File: src/rtl/bcd_pkg.sv
// Shared types and constants for the sequential binary-to-BCD converter
// and its 7-segment decoders.
package bcd_pkg;

  localparam logic [6:0] SEG_BLANK = 7'b1111111;

  typedef logic [3:0] bcd_digit_t;

  typedef enum logic [1:0] {
    IDLE,
    SHIFT,
    DONE
  } state_t;

  // Decimal digits needed to hold any N-bit unsigned value: ceil(n*log10(2)).
  // Evaluated only at elaboration, so the multiply builds no hardware.
  function automatic int digits_needed(input int n);
    return (n * 301 + 999) / 1000;
  endfunction

endpackage

File: src/rtl/decoder_7_seg.sv
// BCD digit to active-low 7-segment pattern, bit order {a,b,c,d,e,f,g}.
// Non-decimal codes show a blank display.
module decoder_7_seg
  import bcd_pkg::*;
(
  input  bcd_digit_t digit,
  output logic [6:0] seg
);

  always_comb begin
    case (digit)
      4'd0:    seg = 7'b0000001;
      4'd1:    seg = 7'b1001111;
      4'd2:    seg = 7'b0010010;
      4'd3:    seg = 7'b0000110;
      4'd4:    seg = 7'b1001100;
      4'd5:    seg = 7'b0100100;
      4'd6:    seg = 7'b0100000;
      4'd7:    seg = 7'b0001111;
      4'd8:    seg = 7'b0000000;
      4'd9:    seg = 7'b0000100;
      default: seg = SEG_BLANK;
    endcase
  end

endmodule

File: src/rtl/bcd_seq_converter.sv
// Sequential binary-to-BCD converter (double dabble, one bit per clock)
// with registered BCD, overflow and active-low 7-segment outputs.
module bcd_seq_converter
  import bcd_pkg::*;
#(
  parameter int N        = 10,
  parameter int DIGITS   = 4,
  parameter int BLANK_LZ = 1
) (
  input  logic                  clk,
  input  logic                  rst_n,
  input  logic                  start,
  input  logic [N-1:0]          bin_in,
  output logic                  busy,
  output logic                  done,
  output logic                  ovf,
  output logic [4*DIGITS-1:0]   bcd_out,
  output logic [7*DIGITS-1:0]   seg_out
);

  localparam int NEED  = digits_needed(N);
  localparam int ID    = (DIGITS > NEED) ? DIGITS : NEED;
  localparam int CNT_W = $clog2(N + 1);

  state_t                state, state_next;
  logic [N-1:0]          shreg;
  logic [4*ID-1:0]       scratch, scratch_adj;
  logic [CNT_W-1:0]      cnt;
  logic                  last_shift;
  logic                  ovf_next;
  logic                  lead_zero;
  logic [7*DIGITS-1:0]   seg_raw, seg_next;

  assign busy       = (state == SHIFT);
  assign last_shift = (cnt == CNT_W'(N - 1));

  // NOTE: every variable driven in always_comb gets a default first, so no
  // path leaves it unassigned and no latch is inferred.
  always_comb begin
    scratch_adj = scratch;
    for (int k = 0; k < ID; k++) begin
      if (scratch[4*k +: 4] >= 4'd5) scratch_adj[4*k +: 4] = scratch[4*k +: 4] + 4'd3;
    end
  end

  always_comb begin
    state_next = state;
    case (state)
      IDLE:    if (start) state_next = SHIFT;
      SHIFT:   if (last_shift) state_next = DONE;
      DONE:    state_next = IDLE;
      default: state_next = IDLE;
    endcase
  end

  // Digits beyond the displayed ones exist only when DIGITS is too small for N.
  if (ID > DIGITS) begin : g_ovf
    assign ovf_next = |scratch[4*ID-1:4*DIGITS];
  end else begin : g_no_ovf
    assign ovf_next = 1'b0;
  end

  for (genvar k = 0; k < DIGITS; k++) begin : g_dec
    decoder_7_seg u_dec (
      .digit (scratch[4*k +: 4]),
      .seg   (seg_raw[7*k +: 7])
    );
  end

  // Walk down from the top digit; a digit stays blank while everything above it is zero.
  always_comb begin
    seg_next  = seg_raw;
    lead_zero = 1'b1;
    for (int k = DIGITS - 1; k >= 1; k--) begin
      lead_zero = lead_zero && (scratch[4*k +: 4] == 4'd0);
      if ((BLANK_LZ != 0) && !ovf_next && lead_zero) seg_next[7*k +: 7] = SEG_BLANK;
    end
  end

  // NOTE: sequential state uses non-blocking assignments so every register
  // samples pre-edge values regardless of statement order.
  always_ff @(posedge clk or negedge rst_n) begin
    if (!rst_n) begin
      state   <= IDLE;
      shreg   <= '0;
      scratch <= '0;
      cnt     <= '0;
      done    <= 1'b0;
      ovf     <= 1'b0;
      bcd_out <= '0;
      seg_out <= {DIGITS{SEG_BLANK}};
    end else begin
      state <= state_next;
      done  <= 1'b0;
      case (state)
        IDLE: begin
          if (start) shreg <= bin_in;
          scratch <= '0;
          cnt     <= '0;
        end
        SHIFT: begin
          {scratch, shreg} <= {scratch_adj, shreg} << 1;
          cnt              <= cnt + 1'b1;
        end
        DONE: begin
          done    <= 1'b1;
          ovf     <= ovf_next;
          bcd_out <= scratch[4*DIGITS-1:0];
          seg_out <= seg_next;
        end
        default: ;
      endcase
    end
  end

endmodule
File: config.mk
export PLATFORM = sky130hd
export DESIGN_NAME = bcd_seq_converter
export DESIGN_NICKNAME = d
export VERILOG_FILES = /design/src/rtl/bcd_pkg.sv /design/src/rtl/decoder_7_seg.sv /design/src/rtl/bcd_seq_converter.sv
export SDC_FILE = /design/constraint.sdc
export NUM_CORES = 1
export LEC_CHECK = 0
export ABC_AREA = 1
export CORE_ASPECT_RATIO = 0.7
export CORE_MARGIN = 1
export CORE_UTILIZATION = 59
export DETAILED_ROUTE_END_ITERATION = 8
export GPL_ROUTABILITY_DRIVEN = 0
export PLACE_DENSITY = 0.95
export SLEW_MARGIN = 20
export SYNTH_ARGS = -nofsm -noshare
export SYNTH_HDL_FRONTEND = slang
export SYNTH_SLANG_ARGS = --single-unit
File: constraint.sdc
create_clock -name clk -period 2.9 [get_ports clk]
set_input_delay 0.435 -clock clk [delete_from_list [all_inputs] [get_ports clk]]
set_output_delay 0.435 -clock clk [all_outputs]
set_load 0.01 [all_outputs]
### Yosys cells after proc, flatten, opt, wreduce, memory -nomap -nowiden

Memory sizes are Yosys's and may differ from the RTL's. A register that Yosys moved wholly into a read port is not among the register bits.
Cells that the tools add are included.

| cells by class | value |
|---|---|
| add/sub/neg operators | 5 |
| order comparisons | 4 |
| eq/ne operators | 5 |
| muxes and demuxes | 15 |
| reduce and logical (&&, ||, !) cells | 10 |

Operators with widths:

| operator | count |
|---|---|
| $pmux W16 S2 | 1 |
| $mux W7 | 3 |
| $pmux W10 S2 | 1 |
| $ge A4 B3 Y1 const B | 4 |
| $add A4 B2 Y4 const B | 3 |
| $logic_not A4 Y1 | 3 |
| $mux W4 | 3 |
| $mux W10 | 1 |
| $pmux W4 S2 | 1 |
| $add A4 B1 Y4 const B | 1 |
| $eq A4 B4 Y1 const B | 1 |
| $mux W2 | 2 |
| $pmux W2 S2 | 1 |
| $reduce_and A2 Y1 | 2 |
| $add A3 B2 Y3 const B | 1 |
| $mux W3 | 1 |
| $eq A2 B1 Y1 const B | 1 |
| $eq A2 B2 Y1 const B | 1 |
| $logic_and A1 B1 Y1 | 2 |
| $logic_not A2 Y1 | 1 |
| $ne A2 B1 Y1 const B | 1 |
| $ne A2 B2 Y1 const B | 1 |
| $reduce_bool A2 Y1 | 1 |
| $logic_not A1 Y1 | 1 |
| $mux W1 | 1 |

| word-level totals | value |
|---|---|
| register bits after elaboration | 77 |
| bits in read-only memories | 448 |
| output and inout port bits | 47 |
| memories kept | 4 |

Memories:

| name | words | width | rd ports | clocked after Yosys merged registers in | write ports | RTL line | text |
|---|---|---|---|---|---|---|---|
| (no name shown) | 16 | 7 | 1 | 1 | 0 | decoder_7_seg.sv:11 | `case (digit)` |
| (no name shown) | 16 | 7 | 1 | 0 | 0 | decoder_7_seg.sv:11 |  |
| (no name shown) | 16 | 7 | 1 | 0 | 0 | decoder_7_seg.sv:11 |  |
| (no name shown) | 16 | 7 | 1 | 0 | 0 | decoder_7_seg.sv:11 |  |

### Depth between registers and ports, before layout

| depth | value |
|---|---|
| word-level depth | 4 |
| mapped depth | 10 |
| mapped depth without buffers | 10 |

### Hierarchy

From an unflattened synthesis, not the netlist that was laid out.

| unflattened totals | value |
|---|---|
| cell total of the unflattened synthesis | 555 |
| area total of the unflattened synthesis | 4371.7 sq um |

By module, submodules not included:

| module | instances | cells an instance | area each (sq um) | sequential area each (sq um) |
|---|---|---|---|---|
| bcd_seq_converter | 1 | 415 | 3621.0 | 1961.9 |
| decoder_7_seg | 4 | 35 | 187.7 | 0.0 |

### Worst setup path before layout

No wires, ideal clock.

| timing path | value |
|---|---|
| path type | reg-to-reg |
| start point | register scratch[4] |
| end point | register scratch[7] |
| library setup time | 0.131 ns |
| data arrival time | 1.261 ns |
| slack | 1.508 ns |
| cell stages (with the launch flop) | 7 |
| path buffers | 0 |
| clock period less this slack | 1.392 ns |
| path through | dfrtp_1 > inv_1 > ha_1 > ha_1 > o21bai_1 > nand3_1 > o21ai_0 |

| between the ends | value |
|---|---|
| cells in the longest elaborated chain, start to end | 3 |

Ends and longest elaborated chain:

| element | RTL line | text |
|---|---|---|
| start, declared | bcd_seq_converter.sv:27 | `logic [4*ID-1:0] scratch, scratch_adj;` |
| start signal, assigned | bcd_seq_converter.sv:102 | `{scratch, shreg} <= {scratch_adj, shreg} << 1;` |
| $add A4 B2 Y4 or $ge A4 B3 Y1 (tied branches) | bcd_seq_converter.sv:42 | `if (scratch[4*k +: 4] >= 4'd5) scratch_adj[4*k +: 4] = scratch[4*k +: 4] + 4'd3;` |
| $mux W4 (*) | bcd_seq_converter.sv:42 |  |
| $pmux W16 S2 (*) | bcd_seq_converter.sv:95 | `case (state)` |

Every way passes the cells marked *; elsewhere a longest branch is shown, timed or not.
A chain may end at the register's enable or synchronous reset.

### Final worst setup path

| timing path | value |
|---|---|
| start point | register state[1] |
| end point | output busy |

| between the ends | value |
|---|---|
| cells in the longest elaborated chain, start to end | 1 |

Ends and longest elaborated chain:

| element | RTL line | text |
|---|---|---|
| start, declared | bcd_seq_converter.sv:25 | `state_t state, state_next;` |
| start signal, assigned | bcd_seq_converter.sv:93 | `state <= state_next;` |
| $eq A2 B1 Y1 | bcd_seq_converter.sv:34 | `assign busy = (state == SHIFT);` |
| end, declared | bcd_seq_converter.sv:14 | `output logic busy,` |

Every way passes these cells.

==> run summary <==
The global router's overall resource usage is 0.283. The register area share after synthesis came out at 0.487. Of all cell types, the one taking the most synthesized area is dfrtp_1. Total power for the finished layout comes to around 5300 µW. The global-route congestion overflow total came out at 0. The post-route DRC violation count came out at 0.

The worst setup path endpoint is busy. The number of synthesis warnings came out at 0. The worst setup path is captured at an output pin.

At the worst endpoint, the arrival time is 2.23 ns. Clock skew on the completed layout was measured at ~0.0080 ns. The endpoint identified for the worst register-to-register timing path is seg_out[7]$_DFFE_PN1P_. Counting flops and latches in the post-synthesis netlist gives 77.

The count of port buffers added during placement is 58. By instance count, the leading cell after synthesis is nand2_1. The final worst-path cycle share came out at 0.918. The most frequently used flop master after synthesis is dfrtp_1. Summed over all nets, wire length on met3 after detailed routing comes to 718 µm.

The iteration-0 DRC count of the detailed router came out at around 330. Of the post-synthesis cell area, the dominant cell type holds 0.305. The post-synthesis average cell area came out at 8.23 µm². The number of rows created at floorplan is 24. After clock tree synthesis, the repair step resized 0 gates. The wire length reported by the detailed router came out at 9300 µm. The count of hold buffers inserted by post-cts repair is 0.

The post-synth design cell area is 4030 µm². The total negative slack came out at 0 ns. When the netlist entered floorplanning its net count stood at 527.

The area of the die is 7160 µm². The setup fix buffers added after clock tree synthesis came out at 0. After technology mapping, the gate count stands at 489. The critical path starts at state[1]$_DFFE_PN0P_. The die span in x is 101 µm.

The final HPWL from detailed placement is 6230 µm. Setup repair after global routing left no endpoint under its margin. The leakage power figure came out at 0.00229 µW. The achievable clock frequency came out at 376 MHz. The depth of the worst register-to-register path is 6. Summing all flip-flop and latch instances after layout gives 1960 µm². Clock tree synthesis found a total of 77 sinks. In this run the top signal layer used is met4. The ratio of cells with drive above 1 in the final layout came out at 0.104. The clock transition time at the flip-flop clock pins of the worst setup and hold paths came out at 0.08 ns. From synthesis to final layout, the design area changed by 20.6%. In the synthesized netlist the async set-or-reset flop fraction comes to 1.00. The first-pass GRT wire length came out at ~16,000 µm.

The number of enable flip-flop cells after synthesis is 0. The fill cell total of the finished layout is 481. In this run, distinct cell masters in the synthesized netlist total 31.

The transition time of the tightest slew-check pin came out at 0.755 ns. The routed design could run at a clock period as short as 2.66 ns. The flow ran to the end, and the final reports show no timing, DRC or antenna violations.

The maximum number of buffers from clock root to sink is 2. The met2 wirelength from detailed routing came out at between 4000 and 5000 µm. Summing all multi-input logic gate instances after layout gives between 1500 and 2000 µm².

The repair_antennas step left the layout with diodes totalling 0. The peak fanout along the critical path is 17. The worst path required time is 2.47 ns. The core outline area came out at 6400 µm².

60 I/O pins were placed. In the routed layout, each cell is associated on average with a via count of ~5.7. The count of max-cap constraint violations is 0.

The startpoint identified for the worst register-to-register timing path is state[1]$_DFFE_PN0P_. In this run the clock root is driven by a clkbuf_8. The setup path with the least slack is of type reg -> out. The number of hold-slack violations in the final timing report came out at 0. Setup violations remaining at the end of the flow were counted as 0. The total power density per cell area is 1100 nW/µm². The number of nets in the finished design came out at 580.

The initial core utilization is 0.629. The max-slew violation count came out at 0. Ranked by instance count, the synthesized netlist is headed by nand2_1 (111), nor2_1 (69), dfrtp_1 (49), o21ai_0 (49), nand3_1 (40).

The internal reg-to-reg setup slack is 0.78 ns. In the post-synthesis netlist, the biggest area contributors are dfrtp_1 (30%), dfstp_2 (18%), nand2_1 (10%), ha_1 (7.8%), nor2_1 (6.4%). STA classifies the critical path startpoint as a flip-flop.

The largest vdd supply drop is 0.626 mV. The worst-case hold slack came out at ~0.15 ns. TritonCTS built the clock tree. The count of TritonRoute iterations in the first routing pass is 5. The deepest level of the CTS H-tree is 3. The worst hold path belongs to the class in -> async. The initial antenna violation count came out at 0. The tightest slew margin relative to the limit is 0.497. The height of the chip came out at 71.1 µm.

Entering global routing, the biggest net connects between 40 and 50 pins. The detailed-route wire length on metal 1 is 4200 µm. After detailed routing, the average wire length per cell comes to 14.6 µm. The overall via count from detail_route is 3,608. The number of global-route vias before repair came out at 3,342. Clock latency on the worst-skew pair, taken at its later pin, is 0.35 ns. The number of buffers created by CTS came out at 9.

The post-route antenna net violation count is 0.
-- report_power, final --
group | switching (µW) | internal (µW) | leakage, µW
sequential | 379 | 1570 | 0.000927
combinational | 1450 | 1000 | 0.00125
clock | 389 | 533 | 0.000110
total | 2220 | 3110 | 0.00229
-- sequential cells by signal, summed over array words and instances (netlist names) --
register and count:
state 2, cnt 4, shreg 10, seg_out 28, scratch 16, done 1
bcd_out 16
-- metrics by stage --
| stage | worst slack [ns] | cell area, µm² | utilization | std cells |
|---|---|---|---|---|
| floorplan | 1.51 | 4030 | - | 489 |
| global placement | 0.659 | 4630 | 0.724 | 622 |
| detailed placement | 0.620 | 4630 | 0.724 | 622 |
| CTS | 0.221 | 4850 | 0.759 | 638 |
| global route | 0.0885 | 4850 | 0.759 | 638 |
| finish | 0.239 | 4850 | 0.759 | 638 |
-- cells by family after synthesis --
| logic type | Yosys count | share of synthesized area |
|---|---|---|
| and+or+nand+nor | 234 | 0.242 |
| AOI/OAI and AO/OA | 93 | 0.122 |
| xor gates and xnor gates | 2 | 0.00435 |
| other | 1 | 0.000932 |
| buffers and inverters | 57 | 0.0656 |
| adders and majority gates | 25 | 0.0777 |
| DFF | 77 | 0.487 |
-- how the worst min path moves through the flow --
| stage | endpoint | cells after the start |
|---|---|---|
| 2_1_floorplan | bcd_out[0]$_DFFE_PN0P_ | 0 |
| 3_3_place_gp | seg_out[24]$_DFFE_PN1P_ | 2 |
| 3_5_place_dp | seg_out[24]$_DFFE_PN1P_ | 2 |
| 4_1_cts | bcd_out[8]$_DFFE_PN0P_ | 1 |
| 5_1_grt | bcd_out[15]$_DFFE_PN0P_ | 1 |
| 6_report | scratch[7]$_DFFE_PN0P_ | 1 |
-- per-layer routing --
| layer | global-route usage | vias up |
|---|---|---|
| li1 | - | 1699 |
| met5 | 0 | - |
| met3 | 0.0702 | 18 |
| met1 | 0.397 | 1707 |
| met2 | 0.441 | 184 |
| met4 | 0.0805 | 0 |
-- cell usage in the layout, fill, tap and decap left out, drive strengths merged --
cell type	count
dfstp	28
nor2	72
a21o	2
o21ai	57
xor2	2
dfrtp	49
clkbuf	13
ha	25
o21bai	1
nand3	40
nand2	116
nand4	1
inv	37
nor3	3
o211ai	3
o22ai	5
buf	4
clkinvlp	1
nand3b	1
nor4	1
conb	1
a21oi	23
a31oi	2
bufinv	2
clkdlybuf4s50	57
clkinv	1
-- layout make-up --
type                       count  share of cell area
clock inverter                 3              0.0139
multi-input combinational    355               0.371
sequential                    77               0.404
timing repair buffer          61               0.126
clock buffer                  13              0.0327
inverter                      38              0.0294
tap                           91              0.0235
-- worst max-delay path: stages (launching register included) --
cell and delay (ns):
dfrtp_1 0.54, inv_1 0.37, nand2_2 0.30, inv_2 0.12, clkdlybuf4s50_1 0.53
(Power assumes the default switching activity.)
